## src/rtl/freelist_checkpoint_ctrl_pkg.sv

```systemverilog
// Shared sizing constants and types for the branch checkpoint controller.
package freelist_checkpoint_ctrl_pkg;
  localparam int BRANCH_STACK_DEPTH = 4;
  localparam int PHYS_REG_SZ_R10K   = 64;
  localparam int SUPERSCALAR_N      = 3;
  localparam int NUM_SCALAR_BITS    = $clog2(SUPERSCALAR_N + 1);
  localparam int PHYS_REG_IDX_W     = $clog2(PHYS_REG_SZ_R10K);

  typedef logic [PHYS_REG_IDX_W-1:0]              PHYS_REG_IDX;
  typedef logic [$clog2(BRANCH_STACK_DEPTH)-1:0] BRANCH_TAG;

  // Distance from a to b around a ring of 2**w slots.
  function automatic logic [7:0] ring_dist(input logic [7:0] a, input logic [7:0] b, input int w);
    logic [7:0] d;
    d = b - a;
    return d & 8'((1 << w) - 1);
  endfunction
endpackage

```

## src/rtl/freelist_checkpoint_ctrl_retire_mask_gen.sv

```systemverilog
// Turns the lowest cnt retiring register indices into a one-hot-OR free mask.
module retire_mask_gen
  import freelist_checkpoint_ctrl_pkg::*;
#(
  parameter int N     = SUPERSCALAR_N,
  parameter int PREGS = PHYS_REG_SZ_R10K,
  parameter int IW    = $clog2(PREGS),
  parameter int CW    = $clog2(N + 1)
) (
  input  logic [N-1:0][IW-1:0] idx,
  input  logic [CW-1:0]        cnt,
  output logic [PREGS-1:0]     mask
);
  // OR in one bit per valid retiring slot; only the lowest cnt slots count.
  always_comb begin
    mask = '0;
    for (int i = 0; i < N; i++)
      if (CW'(i) < cnt) mask[idx[i]] = 1'b1;
  end
endmodule

```

## src/rtl/freelist_checkpoint_ctrl.sv

```systemverilog
// Branch checkpoint stack for the physical-register free list: snapshot on
// dispatch, keep snapshots current with retire frees, restore on mispredict.
module freelist_checkpoint_ctrl
  import freelist_checkpoint_ctrl_pkg::*;
#(
  parameter int DEPTH = BRANCH_STACK_DEPTH,
  parameter int PREGS = PHYS_REG_SZ_R10K,
  parameter int N     = SUPERSCALAR_N,
  parameter int IW    = $clog2(PREGS),
  parameter int CW    = $clog2(N + 1),
  parameter int TW    = $clog2(DEPTH)
) (
  input  logic                 clock,
  input  logic                 reset,
  input  logic                 ckpt_req,
  input  logic [PREGS-1:0]     ckpt_free_list,
  output logic                 ckpt_gnt,
  output logic [TW-1:0]        ckpt_tag,
  input  logic                 resolve_valid,
  input  logic [TW-1:0]        resolve_tag,
  input  logic                 resolve_mispredict,
  input  logic [N-1:0][IW-1:0] phys_reg_retiring,
  input  logic [CW-1:0]        num_retiring_valid,
  output logic [PREGS-1:0]     free_list_restore,
  output logic                 restore_flag,
  output logic                 stack_full,
  output logic                 stack_empty,
  output logic [TW:0]          num_live
);
  logic [TW:0]                  head, tail;
  logic [DEPTH-1:0]             valid;
  logic [DEPTH-1:0][PREGS-1:0]  snap;
  logic [PREGS-1:0]             retire_mask;
  logic [DEPTH-1:0]             kill;
  logic [TW-1:0]                h_idx, t_idx, mis_off;
  logic [TW:0]                  mis_tail;
  logic                         mis_in, mis_ok, cor_ok, head_adv;

  retire_mask_gen #(.N(N), .PREGS(PREGS), .IW(IW), .CW(CW)) u_mask (
    .idx  (phys_reg_retiring),
    .cnt  (num_retiring_valid),
    .mask (retire_mask)
  );

  assign h_idx       = head[TW-1:0];
  assign t_idx       = tail[TW-1:0];
  assign stack_empty = (head == tail);
  assign stack_full  = (h_idx == t_idx) && (head[TW] != tail[TW]);
  assign num_live    = tail - head;

  // A mispredict in the same cycle blocks allocation; the request is retried.
  assign mis_in   = resolve_valid & resolve_mispredict;
  assign mis_ok   = mis_in & valid[resolve_tag];
  assign cor_ok   = resolve_valid & ~resolve_mispredict & valid[resolve_tag];
  assign ckpt_gnt = reset & ckpt_req & ~stack_full & ~mis_in;
  assign ckpt_tag = t_idx;
  assign head_adv = ~stack_empty & ~valid[h_idx];

  // New tail keeps the wrap bit consistent by stepping forward from head.
  assign mis_off  = resolve_tag - h_idx;
  assign mis_tail = head + {1'b0, mis_off};

  // Slots at or beyond the mispredicted one (in age order) are squashed.
  always_comb begin
    kill = '0;
    for (int i = 0; i < DEPTH; i++)
      kill[i] = (TW'(TW'(i) - h_idx) >= mis_off);
  end

  // Head drains one hole per cycle; tail allocates or rewinds on mispredict.
  always_ff @(posedge clock or negedge reset) begin
    if (!reset) begin
      head <= '0;
      tail <= '0;
    end else begin
      head <= head + {{TW{1'b0}}, head_adv};
      if (mis_ok)        tail <= mis_tail;
      else if (ckpt_gnt) tail <= tail + (TW+1)'(1);
    end
  end

  // Per-slot valid bits and snapshots, merged with retire frees every cycle.
  always_ff @(posedge clock or negedge reset) begin
    if (!reset) begin
      valid <= '0;
      snap  <= '0;
    end else begin
      for (int i = 0; i < DEPTH; i++) begin
        if (mis_ok && kill[i])                       valid[i] <= 1'b0;
        else if (cor_ok && resolve_tag == TW'(i))    valid[i] <= 1'b0;
        else if (ckpt_gnt && t_idx == TW'(i))        valid[i] <= 1'b1;

        if (ckpt_gnt && t_idx == TW'(i))             snap[i] <= ckpt_free_list | retire_mask;
        else if (valid[i])                           snap[i] <= snap[i] | retire_mask;
      end
    end
  end

  // One-cycle restore strobe; the restored list holds until the next restore.
  always_ff @(posedge clock or negedge reset) begin
    if (!reset) begin
      restore_flag      <= 1'b0;
      free_list_restore <= '0;
    end else begin
      restore_flag <= mis_ok;
      if (mis_ok) free_list_restore <= snap[resolve_tag] | retire_mask;
    end
  end
endmodule

```

## config.mk

```make
export PLATFORM = sky130hd
export DESIGN_NAME = freelist_checkpoint_ctrl
export DESIGN_NICKNAME = d
export VERILOG_FILES = /design/src/rtl/freelist_checkpoint_ctrl_pkg.sv /design/src/rtl/freelist_checkpoint_ctrl_retire_mask_gen.sv /design/src/rtl/freelist_checkpoint_ctrl.sv
export SDC_FILE = /design/constraint.sdc
export NUM_CORES = 1
export LEC_CHECK = 0
export ABC_AREA = 1
export CAP_MARGIN = 20
export CORE_MARGIN = 3
export CORE_UTILIZATION = 48
export CTS_BUF_LIST = sky130_fd_sc_hd__clkbuf_4 sky130_fd_sc_hd__clkbuf_8 sky130_fd_sc_hd__clkbuf_16
export DETAILED_ROUTE_END_ITERATION = 8
export HOLD_SLACK_MARGIN = 0.02
export PLACE_DENSITY = 0.71
export SETUP_SLACK_MARGIN = 0.15
export SYNTH_ARGS = -nofsm -noshare
export SYNTH_HDL_FRONTEND = slang
export SYNTH_SLANG_ARGS = --single-unit
```

## constraint.sdc

```tcl
create_clock -name clock -period 4.4 [get_ports clock]
set_input_delay 0.88 -clock clock [delete_from_list [all_inputs] [get_ports clock]]
set_output_delay 0.88 -clock clock [all_outputs]
set_load 0.01 [all_outputs]
```

; ---- Yosys cells after proc, flatten, opt, wreduce, memory -nomap -nowiden
; Index checks and enable logic that the tools add are counted.
[classes]
addsub = 9
n_lt_le_gt_ge = 15
n_eq_ne = 9
mux = 37
bitwise_logic = 21
n_reduce_logical = 27
[op_table]
columns = op, count
row1 = two-way mux 64 bit, 12
row2 = OR 64 bit, 8
row3 = binary-select mux 64 bit (select 2 bit), 1
row4 = "< comparator 6 x 7 -> 1 bit, second input constant", 3
row5 = demux 1 bit (select 6 bit), 3
row6 = ">= comparator 6 x 1 -> 1 bit, second input constant", 3
row7 = two-way mux 1 bit, 17
row8 = logical AND 1 bit, 16
row9 = nonzero test 3 bit, 4
row10 = nonzero test 2 bit, 5
row11 = bitwise AND 1 bit, 8
row12 = "== test 2 bit, second input constant", 4
row13 = >= comparator 2 bit, 4
row14 = "< comparator 2 x 3 -> 1 bit, second input constant", 2
row15 = two-way mux 3 bit, 2
row16 = NOT 1 bit, 5
row17 = binary-select mux 1 bit (select 2 bit), 2
row18 = "== test 2 x 1 -> 1 bit, second input constant", 2
row19 = zero test 2 bit, 2
row20 = "< comparator 1 x 2 -> 1 bit, first input constant", 2
row21 = "subtractor 1 x 2 -> 2 bit, first input constant", 2
row22 = "subtractor 2 bit, first input constant", 2
row23 = adder 3 x 1 -> 3 bit, 1
row24 = "adder 3 x 1 -> 3 bit, second input constant", 1
row25 = 7 further kinds, 7
[word_totals]
register_bits = 331
inputBits = 91
out_inout_bits = 73

; ---- Logic depth before layout (Yosys ltp)
; Gate-level depths: netlist of run 1.
[depth]
depth_word = 12
mapped_depth = 13
depth_no_buf = 11

; ---- By module
; From an unflattened synthesis of run 1, not the netlist that was laid out.
[hier_totals]
hier_cells = 2320
area_unflattened_um2 = 17475.5
[modules_own_cells]
columns = module, n_inst, cells_per_inst, area_per_inst_um2, seq_area_each_um2
row1 = freelist_checkpoint_ctrl, 1, 1934, 15811.4, 8282.9
row2 = retire_mask_gen, 1, 386, 1664.1, 0.0

; ---- Least setup slack after synthesis of run 1
; Ideal clock, no wire load.
[synth_path]
path_kind = input to register
start = input port resolve_tag[0]
end = register tail[2]
setup_time_ps = 131
arrival_time_ps = 2576
slack_ps = 1693
cell_stages = 10
cell_sequence = buf_2 inv_2 ha_1 inv_1 fa_1 inv_1 fa_1 xnor2_1 nand2_1 o211ai_1
[synth_via]
elab_chain_cells = 4
elab_cells_between_ends = 7
classes_between = add/sub (2) / mux (3) / bitwise (1) / reduce/logical (1)
[synth_lines]
columns = element, line_no
row1 = from (decl), freelist_checkpoint_ctrl.sv:20  ; input logic [TW-1:0] resolve_tag,
row2 = "parallel branches: the longest is 4 deep, another holds adder 3 x 2 -> 3 bit", n/a
row3 = to (signal assigned), freelist_checkpoint_ctrl.sv:77  ; if (mis_ok) tail <= mis_tail;
row4 = to (signal assigned), freelist_checkpoint_ctrl.sv:78  ; else if (ckpt_gnt) tail <= tail + (TW+1)'(1);
row5 = to (decl), freelist_checkpoint_ctrl.sv:30  ; logic [TW:0] head, tail;
; Parallel ways; which one is timed is not known. The select of a mux whose other input is x is not followed.
; A chain may end at the register's enable or synchronous reset.

; ---- Worst setup path after layout of run 1
[layout_path]
start = register head[1]
end = output port ckpt_gnt
[layout_via]
elab_chain_cells = 5
[layout_lines]
columns = element, line_no
row1 = from (decl), freelist_checkpoint_ctrl.sv:30
row2 = from (signal assigned), freelist_checkpoint_ctrl.sv:76  ; head <= head + {{TW{1'b0}}, head_adv};
row3 = == test 2 bit, freelist_checkpoint_ctrl.sv:48  ; assign stack_full = (h_idx == t_idx) && (head[TW] != tail[TW]);
row4 = logical AND 1 bit, freelist_checkpoint_ctrl.sv:48
row5 = NOT 1 bit, freelist_checkpoint_ctrl.sv:55  ; assign ckpt_gnt = reset & ckpt_req & ~stack_full & ~mis_in;
row6 = bitwise AND 1 bit (2 in series), freelist_checkpoint_ctrl.sv:55
row7 = to (decl), freelist_checkpoint_ctrl.sv:17  ; output logic ckpt_gnt,
; Every way passes these cells.

==> results.ini, run 1 <==
[synth]
synth_top_area_share = 0.3904
syn_nets = 3552
synth.distinct_cells = 28
synthCells = 3445
synth_area_leader_cell = dfrtp_1
synth_ff_type = dfrtp_1
synth_area_leaders = dfrtp_1, nand2_1, inv_1, nor2_1, nand3_1
synth_edf_count = 0
async_flop_share = 1.000
synth.avg_cell_area_um2 = 6.159
yosys_warnings = 0
ys_ff_latch = 331
yosysSeqAreaShare = 0.3904
synth.cell_area_um2 = 21220

[layout]
postLayoutCoreUtil = 0.5676
seq_area_um2 = 8288
drive_gt1_frac = 0.04332
fillCellCount = 4343
stdcell_area_um2 = 24610
fin_nets = 3660
area_growth_pct = 16.00
mostFrequentLayoutCell = nand2_1
multiInputGateArea_um2 = 9330
final_cell_mix = nand2_1, inv_1, nor2_1

[clocking]
cts_hold_buf = 0
htreeDepth = 2
clock_path_buffers = 3
clk_pin_slew_worst_paths_ns = 0.06
post_cts_buffers = 0
cts.sinks = 331
cts_tree = built
clock_latency_ns = 0.56
cts_resized = 0
cts_root_buf = clkbuf_16
numCtsBuffers = 40

[timing]
post-route-period-util = 0.8510
rsz0062_at_grt = false
hold_viol_final = 0
relSlewSlack = 0.2467
worst_slew_pin_slew_ns = 1.130
min_period_ns = 3.744
final.setup_skew_ns = 0.01554
setup_viol = 0
fin_setup_tns_ns = 0
slew_viol_final = 0
clock.fmax_mhz = 267.1

[place]
placed_area_um2 = 23320
port_buffers = 163
gp_congestion = 0.9654
dp_hpwl_um = 40470

[worst_setup_path]
r2r_end = snap[94]
crit_path_end_kind = primary output
critPathArrivalTime_ns = 2.86
cp.required_ns = 3.52
crit_fanout = 11
slowest_stage = dfrtp_1
ff2ff_setup_slack_ns = 1.45
ff2ff_path_depth = 12
startpoint_type = flip-flop
crit_family = buffers and inverters
cpMostUsedCell = inv_1
r2r_start = head[1]
critPathKind = reg -> out
cp_num_buf_inv = 4
cp_cell_sequence = inv_1 > ha_1 > nand2_1 > inv_1 > nand2_2 > nand2_1 > inv_1 > clkdlybuf4s50_1
slowest_delay_ns = 0.63

[power_and_ir_drop]
leakagePower_uw = 0.01448
powerDensity_nw_per_um2 = 581.4
vdd_ir_drop_max_v = 0.0003797

[detailed_routing]
drt-initial-drc-count = 2031
wl_per_cell_um = 16.01
drtPass1Iterations = 6
ant_nets = 0
via_count = 20482
drc = 0
avgViaCountPerCell = 4.911
drt-total-wl_um = 66760

[global_route]
grt_pass1_vias = 19013
grt_overflow = 0
grt_max_degree = 141
antenna_found_initial = 14
track_usage = 0.2844
grt_first_pass_wirelength_um = 105600

[die]
start_util = 0.4893
placementRows = 76
pin_count = 164
core_area_um2 = 43360
fp.dieW_um = 216.2
die_height_um = 216.2
die_area_um2 = 46760

[hold_path]
hold_class = in -> async

[run_status]
outcome = complete, no violations

[run]
maxCapViolations = 0

## power breakdown
group | switching (µW) | internal (µW) | total (µW)
clock network | 1320 | 1940 | 3250
logic | 3640 | 2350 | 6000
registers | 647 | 4410 | 5060
total | 5610 | 8700 | 14300
## layout make-up
class,count,area share
diodes,8,0.0008134
clock buffers,59,0.04870
clock inverters,8,0.002796
inverters,806,0.1230
multi-input cells,2183,0.3791
flip-flops and latches,331,0.3368
well taps,585,0.02974
repair buffers,191,0.07911
## through the flow
step                std cells  total power, µW  setup WS [ns]  hold slack [ns]
global placement         4096            10910         0.7163           0.4710
detailed placement       4096            11020         0.6910           0.4707
global route             4168            15520         0.4442           0.1739
floorplan                3445             9028          1.693           0.4982
CTS                      4163            14340         0.6220           0.1494
finish                   4171            14310         0.6557           0.1644
## Yosys cell counts (8+ instances only)
| library cell | instances |
|---|---|
| a21oi_1 | 110 |
| o22ai_1 | 60 |
| a22oi_1 | 8 |
| nand3_1 | 181 |
| o21ai_0 | 72 |
| nand2_1 | 1309 |
| inv_2 | 14 |
| dfrtp_1 | 331 |
| inv_1 | 766 |
| buf_4 | 27 |
| clkinv_1 | 26 |
| clkbuf_1 | 55 |
| nand3_2 | 24 |
| nand4_1 | 15 |
| buf_2 | 40 |
| ha_1 | 12 |
| nor2_1 | 360 |
## per-layer routing
metal	routed length, µm	global-route usage
met1	28440	0.3817
met2	30790	0.4668
met3	5801	0.05931
met4	1615	0.08339
met5	115	0
## how the worst max path moves through the flow
| stage | cells after the start | slack (ns) | end | from |
|---|---|---|---|---|
| floorplan | 10 | 1.69 | tail[2] | resolve_tag[0] |
| global placement | 7 | 0.72 | ckpt_gnt | resolve_valid |
| detailed placement | 7 | 0.69 | ckpt_gnt | resolve_valid |
| CTS | 8 | 0.62 | ckpt_gnt | head[1] |
| global route | 8 | 0.44 | ckpt_gnt | head[1] |
| finish | 8 | 0.66 | ckpt_gnt | head[1] |
## sequential cells by signal, indices dropped and copies added, names as in the netlist
signal             flops
free_list_restore     64
head                   3
restore_flag           1
snap                 256
tail                   3
valid                  4
## cell families after synthesis
family          share of synthesized area
compound gates                    0.06452
flops                              0.3904
fa+ha+maj                         0.01085
xor+xnor                         0.002477
buf+inv                            0.1718
simple gates                       0.3599
## worst register-to-register path: cells and delay by family (launching register included)
kind	cells	cell delay, ns
adder cells (fa/ha/maj)	1	0.31
buffers and inverters	5	1.25
flip-flops	1	0.63
AND/OR/NAND/NOR	6	0.68
Power figures use the tool's default switching activity.
==> run 2, diff against run 1 <==
--- a/config.mk
+++ b/config.mk
@@ -7,13 +7,13 @@
 export LEC_CHECK = 0
 export ABC_AREA = 1
 export CAP_MARGIN = 20
-export CORE_MARGIN = 3
 export CORE_UTILIZATION = 48
 export CTS_BUF_LIST = sky130_fd_sc_hd__clkbuf_4 sky130_fd_sc_hd__clkbuf_8 sky130_fd_sc_hd__clkbuf_16
 export DETAILED_ROUTE_END_ITERATION = 8
 export HOLD_SLACK_MARGIN = 0.02
 export PLACE_DENSITY = 0.71
 export SETUP_SLACK_MARGIN = 0.15
+export SLEW_MARGIN = 25
 export SYNTH_ARGS = -nofsm -noshare
 export SYNTH_HDL_FRONTEND = slang
 export SYNTH_SLANG_ARGS = --single-unit
==> run 2 against run 1 <==
Register-to-register slack got worse by 0.20 ns. Highest routed layer unchanged. Final area rose by 0.32%. Critical path depth unchanged. Cell count about the same. Wire length is 1.1% lower. Non-clock buffer count rose by 1. Critical endpoint unchanged. Sequential power shrank 0.8%. Via count up 0.17%. Clock skew is essentially flat. Die area down 3.7%.
==> results.ini, run 2 (same netlist as run 1, synthesis figures left out) <==
[place]
placed_area_um2 = 23300
port_buffers = 163
dp_slack_ns = 0.7364
dp_hpwl_um = 40090
gp_congestion = 0.9621

[timing]
setup_viol = 0
relSlewSlack = 0.2891
hold_viol_final = 0
post-route-period-util = 0.8431
rsz0062_at_grt = false
final.setup_skew_ns = 0.01519
slew_viol_final = 0
min_period_ns = 3.710
worst_slew_pin_slew_ns = 1.058
setup_slack_ns = 0.6904
clock.fmax_mhz = 269.6
fin_setup_tns_ns = 0

[clocking]
clock_path_buffers = 3
clock_latency_ns = 0.58
clk_pin_slew_worst_paths_ns = 0.06
cts_tree = built
cts_resized = 0
cts.sinks = 331
cts_root_buf = clkbuf_16
post_cts_buffers = 0
numCtsBuffers = 41
cts_hold_buf = 0
htreeDepth = 2

[global_route]
grt_pass1_vias = 19219
grt_max_degree = 163
grt_overflow = 0
track_usage = 0.2998
antenna_found_initial = 10
grt_first_pass_wirelength_um = 104300

[worst_setup_path]
cp.required_ns = 3.52
critPathKind = reg -> out
critPathArrivalTime_ns = 2.83
cp_num_buf_inv = 4
slowest_stage = dfrtp_1
crit_fanout = 11
slowest_delay_ns = 0.61
cpMostUsedCell = inv_1
crit_path_end_kind = primary output
cp_cell_sequence = inv_1 > ha_1 > nand2_1 > inv_1 > nand2_2 > nand2_1 > inv_1 > clkdlybuf4s50_1
crit_family = buffers and inverters
startpoint_type = flip-flop

[die]
die_area_um2 = 45050
pin_count = 164
die_height_um = 212.2
start_util = 0.4893
fp.dieW_um = 212.2
placementRows = 76
core_area_um2 = 43360

[detailed_routing]
wl_per_cell_um = 15.83
avgViaCountPerCell = 4.918
drtPass1Iterations = 6
ant_nets = 0
via_count = 20517
drc = 0
drt-initial-drc-count = 1980
drt-total-wl_um = 66060

[layout]
final_cell_mix = nand2_1, inv_1, nor2_1
largest_reg_flops = 256
top_register = snap
fillCellCount = 4352
area_growth_pct = 16.37
mostFrequentLayoutCell = nand2_1
top_regs = snap: 256 flops, free_list_restore: 64 flops, valid: 4 flops
fin_nets = 3662
stdcell_area_um2 = 24690
drive_gt1_frac = 0.04412

[power_and_ir_drop]
leakagePower_uw = 0.01451
power.total_uw = 14400
powerDensity_nw_per_um2 = 583.2
vdd_ir_drop_max_v = 0.0003433

[run]
maxCapViolations = 0

[run_status]
outcome = complete, no violations

[hold_path]
hold_class = in -> async

[run 2: cell count changes in the layout (fill, tap and decap cells not counted), sizes merged]
cell	change
buf	+1
clkbuf	+1
diode	-2
bufinv	-1
clkinvlp	+2
[run 2: routing by layer]
| layer | wire [µm] | up-vias | track usage |
|---|---|---|---|
| met5 | 74 | - | 0 |
| met4 | 2252 | 10 | 0.1238 |
| met3 | 5242 | 160 | 0.04963 |
| met2 | 30230 | 711 | 0.4888 |
| met1 | 28260 | 9340 | 0.3953 |
| li1 | - | 10296 | - |
[run 2: layout make-up]
cell class / instances / area [µm²] / area share
antenna: 6 / 15.01 / 0.0006081
sequential: 331 / 8288 / 0.3357
multi-input combinational: 2183 / 9330 / 0.3779
clock buffer: 60 / 1266 / 0.05128
timing repair buffer: 192 / 1978 / 0.08012
inverter: 806 / 3027 / 0.1226
clock inverter: 9 / 53.80 / 0.002179
tap: 585 / 732.0 / 0.02965
[run 2: final timing paths]
kind / from / to / slack (ns) / cells past startpoint
max: head[1] / ckpt_gnt / 0.69 / 8
min: reset / free_list_restore[11] / 0.13 / 1
max reg2reg: head[1] / snap[92] / 1.25 / 11
min reg2reg: free_list_restore[23] / free_list_restore[23] / 0.49 / 2
max in group asynchronous: reset / valid[3] / 3.09 / 3
min in group clock: free_list_restore[23] / free_list_restore[23] / 0.49 / 2
[run 2: per-stage QoR]
step / util / hold WS (ns) / instances
6_report: 0.5694 / 0.1334 / 4172
5_1_grt: 0.5692 / 0.1372 / 4168
3_3_place_gp: 0.5374 / 0.4690 / 4095
3_5_place_dp: 0.5374 / 0.4768 / 4095
4_1_cts: 0.5679 / 0.1118 / 4164
2_1_floorplan: - / 0.4982 / 3445
[run 2: report_power, final]
group,internal [µW],switching (µW),total [µW]
Sequential,4410,604,5020
Clock,1980,1360,3340
Combinational,2360,3690,6040
Total,8750,5650,14400
==> run 3, diff against run 2 <==
--- a/config.mk
+++ b/config.mk
@@ -11,7 +11,7 @@
 export CTS_BUF_LIST = sky130_fd_sc_hd__clkbuf_4 sky130_fd_sc_hd__clkbuf_8 sky130_fd_sc_hd__clkbuf_16
 export DETAILED_ROUTE_END_ITERATION = 8
 export HOLD_SLACK_MARGIN = 0.02
-export PLACE_DENSITY = 0.71
+export PLACE_DENSITY = 0.73
 export SETUP_SLACK_MARGIN = 0.15
 export SLEW_MARGIN = 25
 export SYNTH_ARGS = -nofsm -noshare
==> constraint.sdc (replaced) <==
create_clock -name clock -period 3 [get_ports clock]
set_input_delay 0.6 -clock clock [delete_from_list [all_inputs] [get_ports clock]]
set_output_delay 0.6 -clock clock [all_outputs]
set_load 0.01 [all_outputs]
==> run 3 against run 2 <==
Via count rose by 3.5%. Final area rose by 1.5%. Power rose by 48%. Count of clock-buffer cells in the layout fell by 3. First-iteration DRC count rose by 5.3%. Sequential share of layout area fell by 0.49 points. Clock power rose by 47%. Critical path depth fell by 3. Wire length rose by 3.2%. Critical endpoint is now num_live[2].
==> results.ini, run 3 (same netlist as run 1, synthesis figures left out) <==
[place]
placed_area_um2 = 23700
dp_hpwl_um = 42390
port_buffers = 163
gp_congestion = 0.9759

[global_route]
met2_usage = 0.5060
track_usage = 0.3095
gr-usage-met1 = 0.4012
grt_overflow = 0
grt_pass1_vias = 20054
grt_max_degree = 92
antenna_found_initial = 12
grt_first_pass_wirelength_um = 107900
use_met3 = 0.05273
busiest_layer = met2

[timing]
final.setup_skew_ns = 0.01447
hold_viol_final = 0
slew_viol_final = 0
rsz0062_at_grt = false
post-route-period-util = 0.8981
worst_slew_pin_slew_ns = 1.046
setup_viol = 0
relSlewSlack = 0.3024
whs_ns = 0.1084
min_period_ns = 2.694
clock.fmax_mhz = 371.1

[layout]
top_register = snap
area_growth_pct = 18.10
drive_gt1_frac = 0.05813
stdcell_area_um2 = 25060
largest_reg_flops = 256
fin_nets = 3708
final_cell_mix = nand2_1, inv_1, nor2_1
mostFrequentLayoutCell = nand2_1
top_regs = snap: 256 flops, free_list_restore: 64 flops, valid: 4 flops

[worst_setup_path]
cp_num_buf_inv = 2
cp_num_cells = 5
cp.required_ns = 2.40
crit_path_end_kind = primary output
r2r_start = head[0]
ff2ff_setup_slack_ns = 0.74
cp_cell_sequence = inv_1 > ha_1 > fa_1 > xor2_1 > dlygate4sd2_1
slowest_delay_ns = 0.39
r2r_end = tail[2]
critPathKind = reg -> out
ff2ff_path_depth = 9
critPathArrivalTime_ns = 2.09
crit_fanout = 4
slowest_stage = fa_1
crit_family = adder cells
startpoint_type = flip-flop

[power_and_ir_drop]
vdd_ir_drop_max_v = 0.0004674
swShare = 0.3944
leakagePower_uw = 0.01479
power_frac_seq = 0.346
powerDensity_nw_per_um2 = 849.0
switchingPower_uw = 8391
intPower_uw = 12880
clkPwrFrac = 0.231
combPwrFrac = 0.423

[detailed_routing]
ant_nets = 0
via_count = 21239
drc = 0
avgViaCountPerCell = 5.028
drt-total-wl_um = 68190
wl_per_cell_um = 16.14
drtPass1Iterations = 6
drt-initial-drc-count = 2085

[hold_path]
hold_class = in -> async

[clocking]
cts.sinks = 331
cts_tree = built
clock_latency_ns = 0.56
htreeDepth = 2
cts_root_buf = clkbuf_16
cts_hold_buf = 0
clk_pin_slew_worst_paths_ns = 0.06
clock_path_buffers = 3
numCtsBuffers = 39

[die]
core_area_um2 = 43360
die_area_um2 = 45050
fp.dieW_um = 212.2
pin_count = 164
placementRows = 76
start_util = 0.4893
die_height_um = 212.2

[run]
maxCapViolations = 0

[run_status]
outcome = complete, no violations

[run 3: through the flow]
| step | total power (µW) | worst slack [ns] | instances | setup TNS, ns | utilization |
|---|---|---|---|---|---|
| 2_1_floorplan | 13240 | 0.5731 | 3445 | 0 | - |
| 3_5_place_dp | 16320 | 0.1700 | 4144 | 0 | 0.5465 |
| 3_3_place_gp | 16140 | -0.1575 | 4144 | -2.924 | 0.5465 |
| 5_1_grt | 22980 | 0.1960 | 4221 | 0 | 0.5777 |
| 4_1_cts | 21300 | 0.2659 | 4215 | 0 | 0.5771 |
| 6_report | 21270 | 0.3056 | 4224 | 0 | 0.5779 |
[run 3: layout make-up]
type / instances / area [µm²]
fill: 4239 / 18300
multi-input combinational: 2183 / 9343
sequential: 331 / 8289
inverter: 806 / 3025
timing repair buffer: 240 / 2325
clock buffer: 57 / 1221
tap: 585 / 732.0
clock inverter: 13 / 100.1
antenna: 9 / 22.52
[run 3: routing by layer]
layer  routed length [µm]  vias to the layer above
met1                28190                     9705
li1                     -                    10394
met3                 6146                      179
met2                31090                      955
met4                 2715                        6
met5                   47                        -
[run 3: worst max path at each step]
stage | startpoint | to | slack, ns
after floorplan | resolve_tag[0] | tail[2] | 0.57
after global placement | num_retiring_valid[1] | snap[250] | -0.16
after detailed placement | resolve_tag[0] | tail[2] | 0.17
after CTS | tail[0] | stack_empty | 0.27
after global routing | tail[0] | num_live[2] | 0.20
final | tail[0] | num_live[2] | 0.31
[run 3: worst reg2reg max path: stages, from the launching register on]
cell	delay, ns
dfrtp_1	0.35
buf_4	0.16
ha_1	0.18
inv_1	0.09
fa_1	0.57
inv_1	0.09
fa_1	0.38
xnor2_1	0.13
nand2_1	0.07
o211ai_1	0.09
[run 3: power by group through the flow]
stage	Combinational, µW	Clock, µW	Sequential, µW
final	9000	4910	7360
after global routing	10300	5120	7560
after CTS	8980	4960	7360
after detailed placement	8890	0	7430
after global placement	8750	0	7380
after floorplan	5840	0	7400
[run 3: repair_timing]
action,in CTS,in global routing
setup buffers,1,0
setup endpoints to repair,5,1
resized for setup,5,1
pin swaps,0,0
endpoints found under the hold margin,0,0
